## src/rtl/pad_ctrl_pkg.sv

```systemverilog
// Shared defaults and helpers for the pad I/O controller slice.
package pad_ctrl_pkg;

  localparam int PAD_NUM_DEFAULT = 8;
  localparam int PAD_DEB_DEFAULT = 4;

  // Debounce counter width: ceil(log2(deb)), never below one bit.
  function automatic int cnt_width(input int deb);
    return (deb > 1) ? $clog2(deb) : 1;
  endfunction

endpackage

```

## src/rtl/pad_in_filter.sv

```systemverilog
// One pad input lane: 2-flop synchronizer, optional debounce, and
// registered rise/fall pulses aligned with the new filtered level.
module pad_in_filter
  import pad_ctrl_pkg::*;
#(
  parameter int DEB_CYCLES = PAD_DEB_DEFAULT
) (
  input  logic axis_clk,
  input  logic axis_rst_n,
  input  logic pad_c,
  input  logic filt_en,
  output logic core_in,
  output logic rise_evt,
  output logic fall_evt
);

  localparam int            CW      = cnt_width(DEB_CYCLES);
  localparam logic [CW-1:0] CNT_MAX = CW'(DEB_CYCLES - 1);

  logic          sync1;
  logic          s;
  logic [CW-1:0] cnt;
  logic [CW-1:0] cnt_nxt;
  logic          core_nxt;

  // Any cycle where s agrees with core_in (or bypass) leaves cnt at zero.
  always_comb begin
    core_nxt = core_in;
    cnt_nxt  = '0;
    if (!filt_en) begin
      core_nxt = s;
    end else if (s != core_in) begin
      if (cnt == CNT_MAX) core_nxt = s;
      else                cnt_nxt  = cnt + 1'b1;
    end
  end

  always_ff @(posedge axis_clk or negedge axis_rst_n) begin
    if (!axis_rst_n) begin
      sync1    <= 1'b0;
      s        <= 1'b0;
      core_in  <= 1'b0;
      cnt      <= '0;
      rise_evt <= 1'b0;
      fall_evt <= 1'b0;
    end else begin
      sync1    <= pad_c;
      s        <= sync1;
      core_in  <= core_nxt;
      cnt      <= cnt_nxt;
      rise_evt <= core_nxt & ~core_in;
      fall_evt <= ~core_nxt & core_in;
    end
  end

endmodule

```

## src/rtl/pad_io_ctrl.sv

```systemverilog
// Bidirectional pad controller: registered pad drive controls plus one
// filtered input lane per pad.
module pad_io_ctrl
  import pad_ctrl_pkg::*;
#(
  parameter int NUM_PADS   = PAD_NUM_DEFAULT,
  parameter int DEB_CYCLES = PAD_DEB_DEFAULT
) (
  input  logic                axis_clk,
  input  logic                axis_rst_n,
  input  logic [NUM_PADS-1:0] pad_c,
  output logic [NUM_PADS-1:0] pad_i,
  output logic [NUM_PADS-1:0] pad_oen,
  output logic [NUM_PADS-1:0] pad_ren,
  input  logic [NUM_PADS-1:0] core_out,
  input  logic [NUM_PADS-1:0] core_oe,
  input  logic [NUM_PADS-1:0] core_pull,
  input  logic                filt_en,
  output logic [NUM_PADS-1:0] core_in,
  output logic [NUM_PADS-1:0] rise_evt,
  output logic [NUM_PADS-1:0] fall_evt
);

  for (genvar g = 0; g < NUM_PADS; g++) begin : g_pad
    pad_in_filter #(.DEB_CYCLES(DEB_CYCLES)) u_filt (
      .axis_clk  (axis_clk),
      .axis_rst_n(axis_rst_n),
      .pad_c     (pad_c[g]),
      .filt_en   (filt_en),
      .core_in   (core_in[g]),
      .rise_evt  (rise_evt[g]),
      .fall_evt  (fall_evt[g])
    );
  end

  // Reset leaves every pad tristated with pulls off.
  always_ff @(posedge axis_clk or negedge axis_rst_n) begin
    if (!axis_rst_n) begin
      pad_i   <= '0;
      pad_oen <= '1;
      pad_ren <= '1;
    end else begin
      pad_i   <= core_out;
      pad_oen <= ~core_oe;
      pad_ren <= ~core_pull;
    end
  end

endmodule

```

## config.mk

```make
export PLATFORM = sky130hd
export DESIGN_NAME = pad_io_ctrl
export DESIGN_NICKNAME = d
export VERILOG_FILES = /design/src/rtl/pad_ctrl_pkg.sv /design/src/rtl/pad_in_filter.sv /design/src/rtl/pad_io_ctrl.sv
export SDC_FILE = /design/constraint.sdc
export NUM_CORES = 1
export LEC_CHECK = 0
export BUFFER_PORTS_ARGS = -buffer_cell sky130_fd_sc_hd__buf_2
export CORE_MARGIN = 10
export CORE_UTILIZATION = 40
export CTS_BUF_LIST = sky130_fd_sc_hd__clkbuf_2
export DETAILED_ROUTE_END_ITERATION = 16
export GPL_TIMING_DRIVEN = 0
export PLACE_DENSITY_LB_ADDON = 0.08
export SYNTH_ARGS = -nofsm -noshare
export SYNTH_HDL_FRONTEND = slang
export SYNTH_SLANG_ARGS = --single-unit
```

## constraint.sdc

```tcl
create_clock -name axis_clk -period 1.8 [get_ports axis_clk]
set_input_delay 0.09 -clock axis_clk [delete_from_list [all_inputs] [get_ports axis_clk]]
set_output_delay 0.09 -clock axis_clk [all_outputs]
set_load 0.05 [all_outputs]
```

== Word level (Yosys, flattened, before mapping) ==
Cells that the tools add are included.

* Register bits: 80
* Output and inout bits: 48

* Add/sub/neg operators: 8
* Eq/ne operators: 16
* Multiplexer cells: 48
* Bitwise operators: 34

{| class="wikitable"
|+ Operators by type and width
! kind !! number
|-
| $mux 2 || 24
|-
| $mux 1 || 24
|-
| $add 2x1->2 const B || 8
|-
| $and 1x1->1 || 16
|-
| $eq 2x2->1 const B || 8
|-
| $not 1->1 || 16
|-
| $not 8->8 || 2
|-
| $ne 1x1->1 || 8
|}

== Logic depth before layout (Yosys ltp) ==
Gate-level depths: netlist of run 1.

* Word-level depth: 6
* Mapped depth: 4
* Depth with buffers taken out: 3

== Modules after synthesis ==
Synthesis of run 1 repeated with hierarchy kept, for this count alone.

* Cells, all modules: 168
* Area, all modules: 2762.6 sq um

{| class="wikitable"
|+ By module, submodules not included
! module !! instances !! cells each !! area each (sq um) !! sequential area each (sq um)
|-
| pad_in_filter || 8 || 16 || 260.2 || 175.2
|-
| pad_io_ctrl || 1 || 40 || 680.7 || 620.6
|}

== Worst setup path before layout of run 1 ==
No wires, ideal clock.

* Kind: register to register
* From: reg g_pad[3].u_filt.cnt[0]
* To: reg g_pad[3].u_filt.core_in
* Library setup time: 0.125 ns
* Arrival: 1.041 ns
* Data required time: 1.675 ns
* Slack: 0.634 ns
* Stages on the path, launching flop included: 4
* Path through: dfrtp_1 -> ha_1 -> nor2b_4 -> mux2_4

* Cells in the longest elaborated chain, start to end: 4

{| class="wikitable"
|+ RTL lines
! item !! line !! RTL
|-
| from (decl) || pad_in_filter.sv:22 || <nowiki>logic [CW-1:0] cnt;</nowiki>
|-
| from (signal assigned) || pad_in_filter.sv:50 || <nowiki>cnt <= cnt_nxt;</nowiki>
|-
| $eq 2x2->1 || pad_in_filter.sv:33 || <nowiki>if (cnt == CNT_MAX) core_nxt = s;</nowiki>
|-
| $mux 1 || pad_in_filter.sv:33 ||
|-
| $mux 1 || pad_in_filter.sv:32 || <nowiki>end else if (s != core_in) begin</nowiki>
|-
| $mux 1 || pad_in_filter.sv:30 || <nowiki>if (!filt_en) begin</nowiki>
|-
| net g_pad[3].u_filt.core_nxt || pad_in_filter.sv:24 || <nowiki>logic core_nxt;</nowiki>
|-
| to (signal assigned) || pad_in_filter.sv:49 || <nowiki>core_in <= core_nxt;</nowiki>
|-
| to (decl) || pad_in_filter.sv:12 || <nowiki>output logic core_in,</nowiki>
|}

The timed path passes the listed nets, and every way through them passes these cells.

== Final worst setup path of run 1 ==
* From: reg g_pad[0].u_filt.core_in
* To: out core_in[0]

{| class="wikitable"
|+ RTL lines
! item !! line !! RTL
|-
| from (decl) || pad_in_filter.sv:12 ||
|-
| from (signal assigned) || pad_in_filter.sv:49 ||
|-
| to (decl) || pad_io_ctrl.sv:19 || <nowiki>output logic [NUM_PADS-1:0] core_in,</nowiki>
|}

No word-level cell between the ends.

==> results_dict.tcl, run 1 <==
set metrics [dict create \
    status "finished clean" \
    die_w_um 106 \
    wirelength_um 5480 \
    required_ps 1710 \
    critPathCapture "core_in[0]" \
    h-tree-depth 3 \
    p_clk_frac 0.283 \
    synth.distinct_cells 20 \
    ant_nets 0 \
    timing.rr.end "g_pad[4].u_filt.core_in$_DFF_PN0_" \
    gp_congestion 0.655 \
    antenna_found_initial 0 \
    crit_chain "buf_4, buf_2" \
    power.leakage_nw 2.06 \
    cp-start-kind "flop" \
    power_frac_comb 0.184 \
    clk_path_buf_depth 2 \
    ioPinCount 83 \
    vias_per_cell 4.08 \
    critPathKind "reg2out" \
    nets 365 \
    synthCells 194 \
    syn_area_um2 2950 \
    hp-class "in2async" \
    fp-row-count 31 \
    dp_hpwl_um 3570 \
    maxSlewHeadroom 0.676 \
    die_h_um 106 \
    cts_resized 0 \
    port_buffers 82 \
    layout-drive-gt1-share 0.492 \
    period_share 0.793 \
    syn_to_final_growth_pct 35.2 \
    syn_avg_cell_area_um2 15.2 \
    startpoint "g_pad[0].u_filt.core_in$_DFF_PN0_" \
    drc 0 \
    grt_max_degree 43 \
    ys_top_cells_by_area "dfrtp_1 54%, dfstp_2 14%, buf_4 6.4%" \
    fillerInstances 636 \
    drtIter0Drc 18 \
    wl_per_cell_um 12.9 \
    yosysMostFrequentCell "dfrtp_1" \
    synthFlopType "dfrtp_1" \
    fmax_mhz 700 \
    core_um2 7210 \
    synthTopCellsByCount "64 x dfrtp_1, 25 x buf_4, 17 x nor3b_1, 16 x dfstp_2, 16 x inv_1" \
    dp.cells 376 \
    cts_buffers 9 \
    ys_seq_area_frac 0.685 \
    hold_viol_final 0 \
    post_cts_buffers 0 \
    drv_cap 0 \
    grt_overflow 0 \
    skew_ps 23.4 \
    preCtsSetupSlack_ps 588 \
    start_util 0.409 \
    p_switching_w 0.00108 \
    power_frac_seq 0.533 \
    crit_path_max_fanout 5 \
    ir_worst_vdd_mv 0.628 \
    synth-edff-count 0 \
    design_area_um2 3990 \
    fin_ws_ps 372 \
    slowest_stage "dfrtp_1" \
    dieArea_um2 11200 \
    power_density_nw_per_um2 940 \
    worst_pin_slew_ps 487 \
    p_int_w 0.00267 \
    clk_latency_ps 500 \
    r2r_start "g_pad[4].u_filt.cnt[0]$_DFF_PN0_" \
    synth.top_cell.area_share 0.543 \
    r2r_slack_ps 560 \
    async_reset_ff_frac 1.00 \
    final_max_slew_viol_count 0 \
    worstPathArrival_ps 1340 \
    grt_pass1_vias 1975 \
    cts_tree "built" \
    synth_warnings 0 \
    routed-via-count 1737 \
    min_period_ps 1430 \
    root_buffer "clkbuf_2" \
    yosysTopAreaCell "dfrtp_1" \
    tns_ps 0 \
    hold_buffers 34 \
    place_area_um2 3510 \
    reg2reg_depth 3 \
    swShare 0.289 \
    rsz0062_at_grt "false" \
    clk_pin_slew_ps 230 \
    setup_viol 0 \
    antennaDiodeCount 0 \
    cp-end-kind "output port" \
    syn-num-nets 237 \
    ys_seq_elements 80 \
    fin_util 0.553 \
    grt_pass1_wl_um 9650 \
    globalRouteTotalUtil 0.107 \
    final_cells 426 \
    crit_path_max_incr_delay_ps 470 \
    drt-pass1-iter-count 3 \
    clock_sinks 80 \
]
sequential cells by signal (all words and copies together), names as in the netlist:
register               count
pad_i                      8
g_pad.u_filt.s             8
g_pad.u_filt.rise_evt      8
pad_ren                    8
g_pad.u_filt.cnt          16
pad_oen                    8
g_pad.u_filt.fall_evt      8
g_pad.u_filt.core_in       8
g_pad.u_filt.sync1         8
per-stage QoR:
| stage | hold slack (ps) | total power (W) |
|---|---|---|
| floorplan | -206 | 0.00249 |
| global placement | 199 | 0.00266 |
| detailed placement | 92.1 | 0.00267 |
| CTS | 27.1 | 0.00383 |
| global route | 14.9 | 0.00398 |
| finish | 66.7 | 0.00375 |
critical path: cells and delay by family, from the launching register on:
family   cells  cell delay (ps)
buf+inv      2              390
flops        1              470
power groups by stage:
stage | clock network (W) | registers, W | logic, W
after floorplan | 0 | 0.00212 | 0.000370
after global placement | 0 | 0.00203 | 0.000632
after detailed placement | 0 | 0.00203 | 0.000642
after CTS | 0.00113 | 0.00200 | 0.000700
after global routing | 0.00121 | 0.00202 | 0.000751
final | 0.00106 | 0.00200 | 0.000690
metal layers:
layer / GRT usage / wire length (um) / share of wire / up-vias
met2: 0.161 / 2440 / 0.45 / 71
met5: 0 / 0 / 0 / -
met3: 0.0882 / 812 / 0.15 / 5
li1: - / - / - / 847
met1: 0.114 / 2170 / 0.40 / 814
met4: 0.0290 / 55 / 0.010 / 0
how the worst min path moves through the flow:
stage                                               endpoint       start  slack, ps  cells after the start
after floorplan             g_pad[0].u_filt.cnt[0]$_DFF_PN0_  axis_rst_n       -210                      0
after global placement       g_pad[6].u_filt.sync1$_DFF_PN0_    pad_c[6]        200                      1
after detailed placement  g_pad[2].u_filt.rise_evt$_DFF_PN0_  axis_rst_n         90                      1
after CTS                    g_pad[0].u_filt.sync1$_DFF_PN0_  axis_rst_n         30                      2
after global routing             g_pad[3].u_filt.s$_DFF_PN0_  axis_rst_n         10                      2
final                            g_pad[3].u_filt.s$_DFF_PN0_  axis_rst_n         70                      2
cell usage in the layout (no fill, tap or decap):
master,count
buf_12,1
clkbuf_2,9
and3_1,1
nor2b_1,1
xnor2_1,7
mux2_2,1
clkinv_4,2
nand2_1,7
nor2b_4,7
nor3b_2,4
inv_1,16
bufinv_16,2
buf_4,26
buf_2,81
mux2_4,7
nor2_1,7
buf_6,1
clkinv_1,1
xor2_1,1
clkinvlp_4,2
dlygate4sd3_1,34
nor4b_1,1
dfrtp_1,64
nor4b_2,2
nor3b_1,17
dfstp_2,16
nand2b_1,1
ha_1,8
area by class of cell:
type	count	area, um2	share of cell area
inverter	16	60.1	0.0151
buffer	26	199	0.0499
tap	99	124	0.0310
clock inverter	7	96.3	0.0241
sequential	80	2020	0.507
multi-input combinational	72	671	0.168
clock buffer	9	45.0	0.0113
timing repair buffer	117	773	0.194
kinds of logic (layout without fill, tap and decap cells):
family | count (synthesis) | after routing | share of synthesized area
AND/OR/NAND/NOR | 48 | 48 | 0.130
adder cells (fa/ha/maj) | 8 | 8 | 0.0339
XOR/XNOR | 8 | 8 | 0.0237
multiplexers | 8 | 8 | 0.0394
flip-flops | 80 | 80 | 0.685
buffers and inverters | 42 | 175 | 0.0877
Power figures use the tool's default switching activity.
==> inputs of run 2 (changes only) <==
Clock period 1.8 ns to 1.2 ns, I/O delays scaled along.
==> run 2 against run 1 <==
  * The flow now finishes with violations (negative setup slack)
  * Setup slack got worse by 480 ps
  * Final cell count fell by 0.47%
  * Total power rose by 58%
  * Global-route usage rose by 1.2 points
  * Utilization rose by 6.3 points
  * Critical path type unchanged
  * First-iteration DRC count rose by 33%
  * Clock skew fell by 3.9 ps
==> results_dict.tcl, run 2 (synthesis gave the netlist of run 1 again) <==
set metrics [dict create \
    status "complete, but fails checks" \
    violations "negative setup slack" \
    min_period_ps 1310 \
    final_cell_mix "64 x dfrtp_1, 40 x buf_8, 34 x dlygate4sd3_1" \
    wirelength_um 6140 \
    cp-end-kind "output port" \
    crit_chain "buf_8" \
    drc 0 \
    core_um2 7210 \
    hp-class "in2async" \
    worst_pin_slew_ps 501 \
    crit_path_max_incr_delay_ps 600 \
    required_ps 1140 \
    dieArea_um2 11200 \
    r2r_start "g_pad[3].u_filt.cnt[0]$_DFF_PN0_" \
    period_share 1.09 \
    hold_buffers 35 \
    largest_reg_flops 16 \
    drtIter0Drc 24 \
    grt_overflow 0 \
    vias_per_cell 4.20 \
    clk_pin_slew_ps 230 \
    nets 363 \
    wl_per_cell_um 14.5 \
    die_h_um 106 \
    drv_cap 0 \
    h-tree-depth 3 \
    rsz0062_at_grt "true" \
    gp_congestion 0.655 \
    critPathKind "reg2out" \
    max_flop_register "g_pad.u_filt.cnt" \
    syn_to_final_growth_pct 50.6 \
    grt_max_degree 43 \
    final_max_slew_viol_count 0 \
    final_cells 424 \
    crit_path_max_fanout 1 \
    antennaDiodeCount 0 \
    globalRouteTotalUtil 0.120 \
    grt_pass1_vias 2104 \
    clk_path_buf_depth 2 \
    cts_tree "built" \
    skew_ps 19.6 \
    start_util 0.409 \
    startpoint "pad_oen[1]$_DFF_PN1_" \
    fin_ws_ps -110 \
    fp-row-count 31 \
    dp.cells 376 \
    die_w_um 106 \
    power.leakage_nw 2.18 \
    layout-drive-gt1-share 0.505 \
    cpLargestDelayFamily "flip-flops" \
    crit_buf_inv 1 \
    dp_hpwl_um 3570 \
    ant_nets 0 \
    worstPathArrival_ps 1250 \
    power_density_nw_per_um2 1330 \
    clock_sinks 80 \
    preCtsSetupSlack_ps -11.6 \
    setup_viol 16 \
    root_buffer "clkbuf_2" \
    cts_buffers 9 \
    slowest_stage "dfstp_2" \
    port_buffers 82 \
    hold_viol_final 0 \
    maxSlewHeadroom 0.666 \
    grt_pass1_wl_um 10600 \
    cp-start-kind "flop" \
    routed-via-count 1782 \
    antenna_found_initial 0 \
    layout.cells.most_common "dfrtp_1" \
    clk_latency_ps 500 \
    ioPinCount 83 \
    fmax_mhz 763 \
    ir_worst_vdd_mv 0.993 \
    drt-pass1-iter-count 4 \
]
run 2: cell types whose count changed in the layout (fill, tap and decap cells not counted):
cell            previous run  this run
buf_8                      0        40
ha_1                       8         2
buf_2                     81        33
ha_2                       0         6
buf_4                     26        23
dlymetal6s4s_1             0         1
buf_6                      1         9
run 2: final cells by class:
cell class                 instances  area [um2]
fill                             587        2770
sequential                        80        2020
timing repair buffer             139        1390
multi-input combinational         72         686
tap                               99         124
clock inverter                     7        96.3
inverter                          16        60.1
clock buffer                       9        45.0
buffer                             2        18.8
run 2: worst paths after layout:
| kind | to | cells past startpoint | slack (ps) |
|---|---|---|---|
| max reg2reg | g_pad[3].u_filt.core_in$_DFF_PN0_ | 3 | 10 |
| max in group asynchronous | pad_i[6]$_DFF_PN0_ | 3 | 340 |
| min | g_pad[2].u_filt.sync1$_DFF_PN0_ | 2 | 10 |
| min in group axis_clk | pad_oen[7]$_DFF_PN1_ | 3 | 160 |
| max | pad_oen[1] | 1 | -110 |
| min reg2reg | g_pad[6].u_filt.s$_DFF_PN0_ | 0 | 370 |
run 2: layer usage:
metal	global-route usage	routed length, um	part of all wire	vias up
met5	0	0	0	-
met4	0.0290	55	0.0090	0
met3	0.0936	873	0.14	5
met2	0.189	2960	0.48	71
met1	0.122	2260	0.37	864
li1	-	-	-	842
run 2: repair_timing:
item	in CTS	in global routing
endpoints found under the hold margin	107	20
buffers inserted	18	3
resized for setup	137	6
setup endpoints to repair	54	64
run 2: where the power goes:
part | leakage, nW | internal, W | switching, W | total, W
Clock | 0.0757 | 0.000688 | 0.000925 | 0.00161
Sequential | 0.971 | 0.00290 | 0.000118 | 0.00302
Combinational | 1.13 | 0.000634 | 0.000664 | 0.00130
Total | 2.18 | 0.00422 | 0.00171 | 0.00593
run 2: metrics by stage:
| step | area (um2) | total power [W] | hold slack, ps | setup TNS (ps) | util |
|---|---|---|---|---|---|
| 5_1_grt | 4450 | 0.00625 | -58.6 | -5180 | 0.616 |
| 6_report | 4450 | 0.00593 | 13.8 | -1450 | 0.616 |
| 3_3_place_gp | 3490 | 0.00399 | 169 | -36430 | 0.483 |
| 2_1_floorplan | 2950 | 0.00374 | -236 | 0 | - |
| 4_1_cts | 4410 | 0.00599 | -30.6 | -3100 | 0.612 |
| 3_5_place_dp | 3510 | 0.00401 | 62.1 | -20.7 | 0.486 |
